File: config.mk
export PLATFORM = sky130hd
export DESIGN_NAME = seg7_scan_flat
export DESIGN_NICKNAME = d
export VERILOG_FILES = /design/src/rtl/seg7_scan_if.sv /design/src/rtl/seg7_scan.sv /design/src/flat_wrapper.sv
export SDC_FILE = /design/constraint.sdc
export NUM_CORES = 1
export LEC_CHECK = 0
export CORE_MARGIN = 1.5
export CORE_UTILIZATION = 50
export DETAILED_ROUTE_END_ITERATION = 6
export PLACE_DENSITY = 0.73
export SLEW_MARGIN = 10
export SYNTH_ARGS = -nofsm -noshare
export SYNTH_HDL_FRONTEND = slang
export SYNTH_SLANG_ARGS = --single-unit
File: constraint.sdc
create_clock -name iCLK -period 1.9 [get_ports iCLK]
set_clock_uncertainty 0.2 [all_clocks]
set_input_delay 0.38 -clock iCLK [delete_from_list [all_inputs] [get_ports iCLK]]
set_output_delay 0.38 -clock iCLK [all_outputs]
set_load 0.005 [all_outputs]
File: src/rtl/seg7_scan_if.sv
// Bundle of the digit load handshake and scan outputs between the
// timekeeping logic / segment lookup and the seg7_scan driver.
// master: timekeeping side (drives iDATA/iLOAD/iBLINK); slave: seg7_scan.
// Ports: iDATA packed digits, iLOAD update strobe, iBLINK per-digit blink,
//        oACK update applied, oDIG slot nibble, oAN active-low anodes,
//        oFRAME last clock of a frame.
interface seg7_scan_if #(
  parameter int NUM_DIG = 4
);
  logic [4*NUM_DIG-1:0] iDATA;
  logic                 iLOAD;
  logic [NUM_DIG-1:0]   iBLINK;
  logic                 oACK;
  logic [3:0]           oDIG;
  logic [NUM_DIG-1:0]   oAN;
  logic                 oFRAME;

  modport master (
    output iDATA, iLOAD, iBLINK,
    input  oACK, oDIG, oAN, oFRAME
  );

  modport slave (
    input  iDATA, iLOAD, iBLINK,
    output oACK, oDIG, oAN, oFRAME
  );
endinterface

File: src/rtl/seg7_scan.sv
// Time-multiplexed common-anode 7-segment scan driver with frame-coherent digit updates and blink.
// Latency: slot outputs are registered, 1 cycle behind prescaler/slot; updates land at the next frame boundary.
// Backpressure: none; iLOAD is always accepted (latest wins), oACK pulses once when applied.
// Ports: iCLK clock, iRST sync active-high reset, bus (seg7_scan_if.slave):
//   iDATA/iLOAD/iBLINK in, oACK/oDIG/oAN/oFRAME out.
// Optional: define SEG7_SCAN_LZB_EN to enable leading-zero blanking.
module seg7_scan #(
  parameter int NUM_DIG   = 4,
  parameter int SCAN_DIV  = 50000,
  parameter int DEAD_CYC  = 4,
  parameter int BLINK_DIV = 25
) (
  input logic          iCLK,
  input logic          iRST,
  seg7_scan_if.slave   bus
);

  localparam int PW = $clog2(SCAN_DIV);
  localparam int SW = $clog2(NUM_DIG);
  localparam int FW = (BLINK_DIV > 1) ? $clog2(BLINK_DIV) : 1;

  localparam logic [PW-1:0] PRESC_MAX = PW'(SCAN_DIV - 1);
  localparam logic [PW-1:0] DEAD_END  = PW'(DEAD_CYC);
  localparam logic [SW-1:0] SLOT_MAX  = SW'(NUM_DIG - 1);
  localparam logic [FW-1:0] FCNT_MAX  = FW'(BLINK_DIV - 1);
  localparam logic [3:0]    BLANK     = 4'hB;

  logic [PW-1:0]            presc;
  logic [SW-1:0]            slot;
  logic [FW-1:0]            fcnt;
  logic                     phase;
  logic [NUM_DIG-1:0][3:0]  shadow;
  logic [NUM_DIG-1:0][3:0]  pend;
  logic                     pend_vld;

  logic [NUM_DIG-1:0]       an_q;
  logic [3:0]               dig_q;
  logic                     ack_q;
  logic                     frame_q;

  logic                     slot_end;
  logic                     boundary;
  logic                     dig_blank;

  assign slot_end = (presc == PRESC_MAX);
  assign boundary = slot_end && (slot == SLOT_MAX);

`ifdef SEG7_SCAN_LZB_EN
  // lzb[k] is set when digit k and every digit above it are zero; digit 0 always shows.
  logic [NUM_DIG-1:0] lzb;
  always_comb begin
    logic zrun;
    zrun = 1'b1;
    lzb  = '0;
    for (int k = NUM_DIG - 1; k >= 1; k--) begin
      zrun   = zrun & (shadow[k] == 4'h0);
      lzb[k] = zrun;
    end
  end
  assign dig_blank = (phase & bus.iBLINK[slot]) | lzb[slot];
`else
  assign dig_blank = phase & bus.iBLINK[slot];
`endif

  always_ff @(posedge iCLK) begin
    if (iRST) begin
      presc    <= '0;
      slot     <= '0;
      fcnt     <= '0;
      phase    <= 1'b0;
      shadow   <= '0;
      pend     <= '0;
      pend_vld <= 1'b0;
      an_q     <= '1;
      dig_q    <= BLANK;
      ack_q    <= 1'b0;
      frame_q  <= 1'b0;
    end else begin
      if (slot_end) begin
        presc <= '0;
        slot  <= (slot == SLOT_MAX) ? '0 : slot + 1'b1;
      end else begin
        presc <= presc + 1'b1;
      end

      if (boundary) begin
        if (fcnt == FCNT_MAX) begin
          fcnt  <= '0;
          phase <= ~phase;
        end else begin
          fcnt <= fcnt + 1'b1;
        end
      end

      // A load on the boundary cycle bypasses the pending register so it
      // shows in the very next frame.
      if (bus.iLOAD) begin
        pend <= bus.iDATA;
      end
      if (boundary && (pend_vld || bus.iLOAD)) begin
        shadow   <= bus.iLOAD ? bus.iDATA : pend;
        pend_vld <= 1'b0;
      end else if (bus.iLOAD) begin
        pend_vld <= 1'b1;
      end

      ack_q   <= boundary && (pend_vld || bus.iLOAD);
      frame_q <= boundary;

      // Dead time at the start of every slot keeps the previous digit from
      // ghosting onto the next anode.
      if ((presc < DEAD_END) || dig_blank) begin
        an_q  <= '1;
        dig_q <= BLANK;
      end else begin
        an_q  <= ~(NUM_DIG'(1) << slot);
        dig_q <= shadow[slot];
      end
    end
  end

  assign bus.oAN    = an_q;
  assign bus.oDIG   = dig_q;
  assign bus.oACK   = ack_q;
  assign bus.oFRAME = frame_q;

endmodule

File: src/flat_wrapper.sv
// flat-port wrapper written by rule: the top's interface ports become plain ports
module seg7_scan_flat 
#(
  parameter int NUM_DIG   = 4,
  parameter int SCAN_DIV  = 50000,
  parameter int DEAD_CYC  = 4,
  parameter int BLINK_DIV = 25
)
  (iCLK, iRST, bus_iDATA, bus_iLOAD, bus_iBLINK, bus_oACK, bus_oDIG, bus_oAN, bus_oFRAME);
  seg7_scan_if #(.NUM_DIG(NUM_DIG)) bus_i ();
  input logic iCLK;
  input logic iRST;
  input wire logic [$bits(bus_i.iDATA)-1:0] bus_iDATA;
  input wire logic [$bits(bus_i.iLOAD)-1:0] bus_iLOAD;
  input wire logic [$bits(bus_i.iBLINK)-1:0] bus_iBLINK;
  output wire logic [$bits(bus_i.oACK)-1:0] bus_oACK;
  output wire logic [$bits(bus_i.oDIG)-1:0] bus_oDIG;
  output wire logic [$bits(bus_i.oAN)-1:0] bus_oAN;
  output wire logic [$bits(bus_i.oFRAME)-1:0] bus_oFRAME;
  assign bus_i.iDATA = bus_iDATA;
  assign bus_i.iLOAD = bus_iLOAD;
  assign bus_i.iBLINK = bus_iBLINK;
  assign bus_oACK = bus_i.oACK;
  assign bus_oDIG = bus_i.oDIG;
  assign bus_oAN = bus_i.oAN;
  assign bus_oFRAME = bus_i.oFRAME;
  seg7_scan #(.NUM_DIG(NUM_DIG), .SCAN_DIV(SCAN_DIV), .DEAD_CYC(DEAD_CYC), .BLINK_DIV(BLINK_DIV)) u_core (.iCLK(iCLK), .iRST(iRST), .bus(bus_i));
endmodule
==> key figures <==
Status
  • Outcome: completed

Floorplanning
  • I/O pin count: 33
  • Die Wd: 79.2 um
  • Die area: 0.00628 mm2
  • Initial Utilization: 0.521
  • Core area: 0.00557 mm2
  • Core Rows: 27
  • Die H: 79.2 um

Setup path
  • Worst Path Max Fanout: 9
  • Crit path to: u_core.shadow[5]
  • Crit-path max cell delay: 0.37 ns
  • Critical path class: flip-flop to flip-flop
  • R2R setup slack: 0.03 ns
  • CP Depth: 4
  • RR Endpoint: u_core.shadow[5]
  • Slowest CP cell: or2_4
  • CP endpoint kind: flip-flop
  • R2R depth: 4
  • Worst path top cell family by delay: simple AND/OR/NAND/NOR gates
  • Setup crit start kind: flip-flop
  • Worst Setup SP: u_core.presc[12]
  • Critical Path, Cell by Cell: and4bb_2 > nand4_4 > or2_4 > mux2_4
  • WP buf/inv: 0
  • WP data arrival: 1.89 ns
  • Worst path required time: 1.92 ns
  • Reg2reg start: u_core.presc[12]

Timing
  • Final setup vio count: 0
  • RSZ-0062 raised after global routing: yes
  • Slew Viols, Final: 0
  • Slew HR: 0.768
  • Final worst path period share: 0.984
  • Period minus WS final: 1.87 ns
  • Hold Vio Cnt, Final: 0
  • Slew @ Worst Pin: 0.345 ns
  • Final setup margin: 0.0312 ns
  • Max Clk Rate: 535 MHz

Detailed routing
  • WL final: 5750 um
  • Routed vias: 2149
  • Post-route DRC: 0
  • Drt first-iter violations: 113
  • Detail-routed net length per standard cell: 14.0 um
  • TritonRoute pass-1 iters: 4
  • Antenna viol nets, final: 0
  • DR vias/cell: 5.22

Clock network
  • CTS tree: yes
  • Clock transition at path regs: 0.07 ns
  • Root Driver: clkbuf_8
  • Total clock buffers created by CTS: 9
  • Clk buf depth: 2
  • Worst skew pair latency: 0.33 ns
  • Max H-tree Level: 3
  • Clock Sinks: 67

Worst hold path
  • Hold crit path type: flip-flop to flip-flop

Placed design
  • Placer's final routability congestion estimate: 0.811
  • Place WS: -0.148 ns
  • Post-Place Cells: 395
  • Post-detail-place hpwl: 3990 um
  • IO Port Bufs: 32

Global routing
  • Vias in the first global route: 2157
  • Largest net degree at the start of global routing: 25
  • Initial antenna violation count: 0
  • First-pass GRT wire length: 9870 um
  • Total congestion overflow: 0
  • GRT Util Overall: 0.207

Pwr
  • Maximum vdd drop: 0.619 mV
  • Static leakage: 1.50 nW
  • Power Dens Cells: 745 mW/mm2

Cells and area
  • Layout cells sized above 1: 0.229
  • Area growth syn-to-layout: 27.3%
  • Fin cells: 412
  • N_diodes: 0
  • Layout filler cell count: 457
  • Layout net count: 365
  • Final core occ: 0.664
  • Area of the multi-input gates: 0.00148 mm2
  • FF+latch area: 0.00135 mm2

Synthesis
  • Most frequent cell after synthesis: dfxtp_1
  • Syn_area_per_cell: 10.4 um2
  • Synth cell types: 40
  • Number of enable flip-flop cells after synthesis: 0
  • Synth Cell Area: 0.00291 mm2
  • Yosys reg bits: 67
  • Seq/Total Area, Yosys: 0.461
  • Main area contributors after synthesis: dfxtp_1 (46%), mux2i_1 (6.2%), nor2_1 (5.2%)
  • Yosys top cell area share: 0.461
  • Gate count of the mapped netlist: 280
  • Post-synth ARST share: 0
  • Ys Warns: 0
  • Synth top cells by count: dfxtp_1 (67), nor2_1 (40), mux2i_1 (18), nor2b_1 (18), nand2_1 (15)
  • Primary FF master, synth: dfxtp_1
  • Leading area contributor after synthesis: dfxtp_1
  • Net Count, Synth: 310

Job
  • Max Cap Viol: 0
## power by group
group | internal [mW] | switching, mW
Clock | 0.643 | 0.499
Sequential | 1.43 | 0.0132
Combinational | 0.0974 | 0.0694
Total | 2.17 | 0.582
## state kept, by name, summed over array words and instances (netlist names), 2 cells and up
name / flops
u_core.shadow: 16
u_core.bus.oDIG: 4
u_core.fcnt: 5
u_core.bus.oAN: 4
u_core.pend: 16
u_core.presc: 16
u_core.slot: 2
## worst min path at each step
stage                               start              end  slack, ns  cells past startpoint
after CTS                  u_core.fcnt[4]   u_core.fcnt[4]       0.28                      1
after global placement     u_core.fcnt[4]   u_core.fcnt[4]       0.25                      1
final                      u_core.fcnt[4]   u_core.fcnt[4]       0.28                      1
after floorplan           u_core.presc[0]  u_core.presc[0]       0.21                      1
after detailed placement   u_core.fcnt[4]   u_core.fcnt[4]       0.26                      1
after global routing       u_core.fcnt[4]   u_core.fcnt[4]       0.30                      1
## logic make-up (layout without fill, tap and decap cells)
group,Yosys count,in the layout,share of synthesized area
XOR/XNOR,14,14,0.0422
AO/OA/AOI/OAI,12,12,0.0306
flip-flops,67,67,0.461
adder cells (fa/ha/maj),7,7,0.0301
multiplexers,41,41,0.182
AND/OR/NAND/NOR,114,115,0.209
buffers and inverters,25,84,0.0448
## what timing repair did
| action | 4_1_cts | 5_1_grt |
|---|---|---|
| resized for setup | 1 | 7 |
| endpoints found under the hold margin | 0 | 0 |
| pin swaps | 1 | 3 |
| cloned | 0 | 1 |
| setup endpoints to repair | 7 | 20 |
| buffers inserted | 0 | 1 |
| hold buffers | 0 | 0 |
## per-stage QoR
step	hold slack (ns)	power (mW)	TNS, ns	cell area [um2]
2_1_floorplan	0.208	1.55	-0.312	2930
3_3_place_gp	0.252	1.64	-2.37	3490
3_5_place_dp	0.264	1.64	-3.16	3490
4_1_cts	0.282	2.78	0	3690
5_1_grt	0.300	2.87	-0.243	3700
6_report	0.282	2.76	0	3700
## layer usage
metal | wire (um) | global-route usage | up-vias | part of all wire
met5 | 0 | 0 | - | 0
met4 | 120 | 0.105 | 0 | 0.021
met3 | 213 | 0.0437 | 11 | 0.037
met2 | 2860 | 0.359 | 52 | 0.50
met1 | 2560 | 0.238 | 1018 | 0.44
li1 | - | - | 1068 | -
## cell usage in the layout (no fill, tap or decap), types with 7 or more instances in the layout
| cell | synthesis | routed |
|---|---|---|
| dfxtp_1 | 67 | 63 |
| inv_1 | 9 | 9 |
| buf_4 | 0 | 24 |
| mux2_2 | 9 | 9 |
| xnor2_1 | 13 | 13 |
| mux2_4 | 9 | 9 |
| clkdlybuf4s50_1 | 0 | 32 |
| nand2_1 | 15 | 15 |
| nor2b_1 | 18 | 18 |
| mux2i_1 | 18 | 18 |
| nor2_1 | 40 | 40 |
| nand3_1 | 7 | 7 |
| clkbuf_8 | 0 | 10 |
## area by class of cell
cell class,count,area share
clock buffers,14,0.0412
multi-input cells,189,0.400
well taps,72,0.0243
flip-flops and latches,67,0.364
inverters,9,0.00913
repair buffers,59,0.151
clock inverters,2,0.00947
Power figures use the tool's default switching activity.
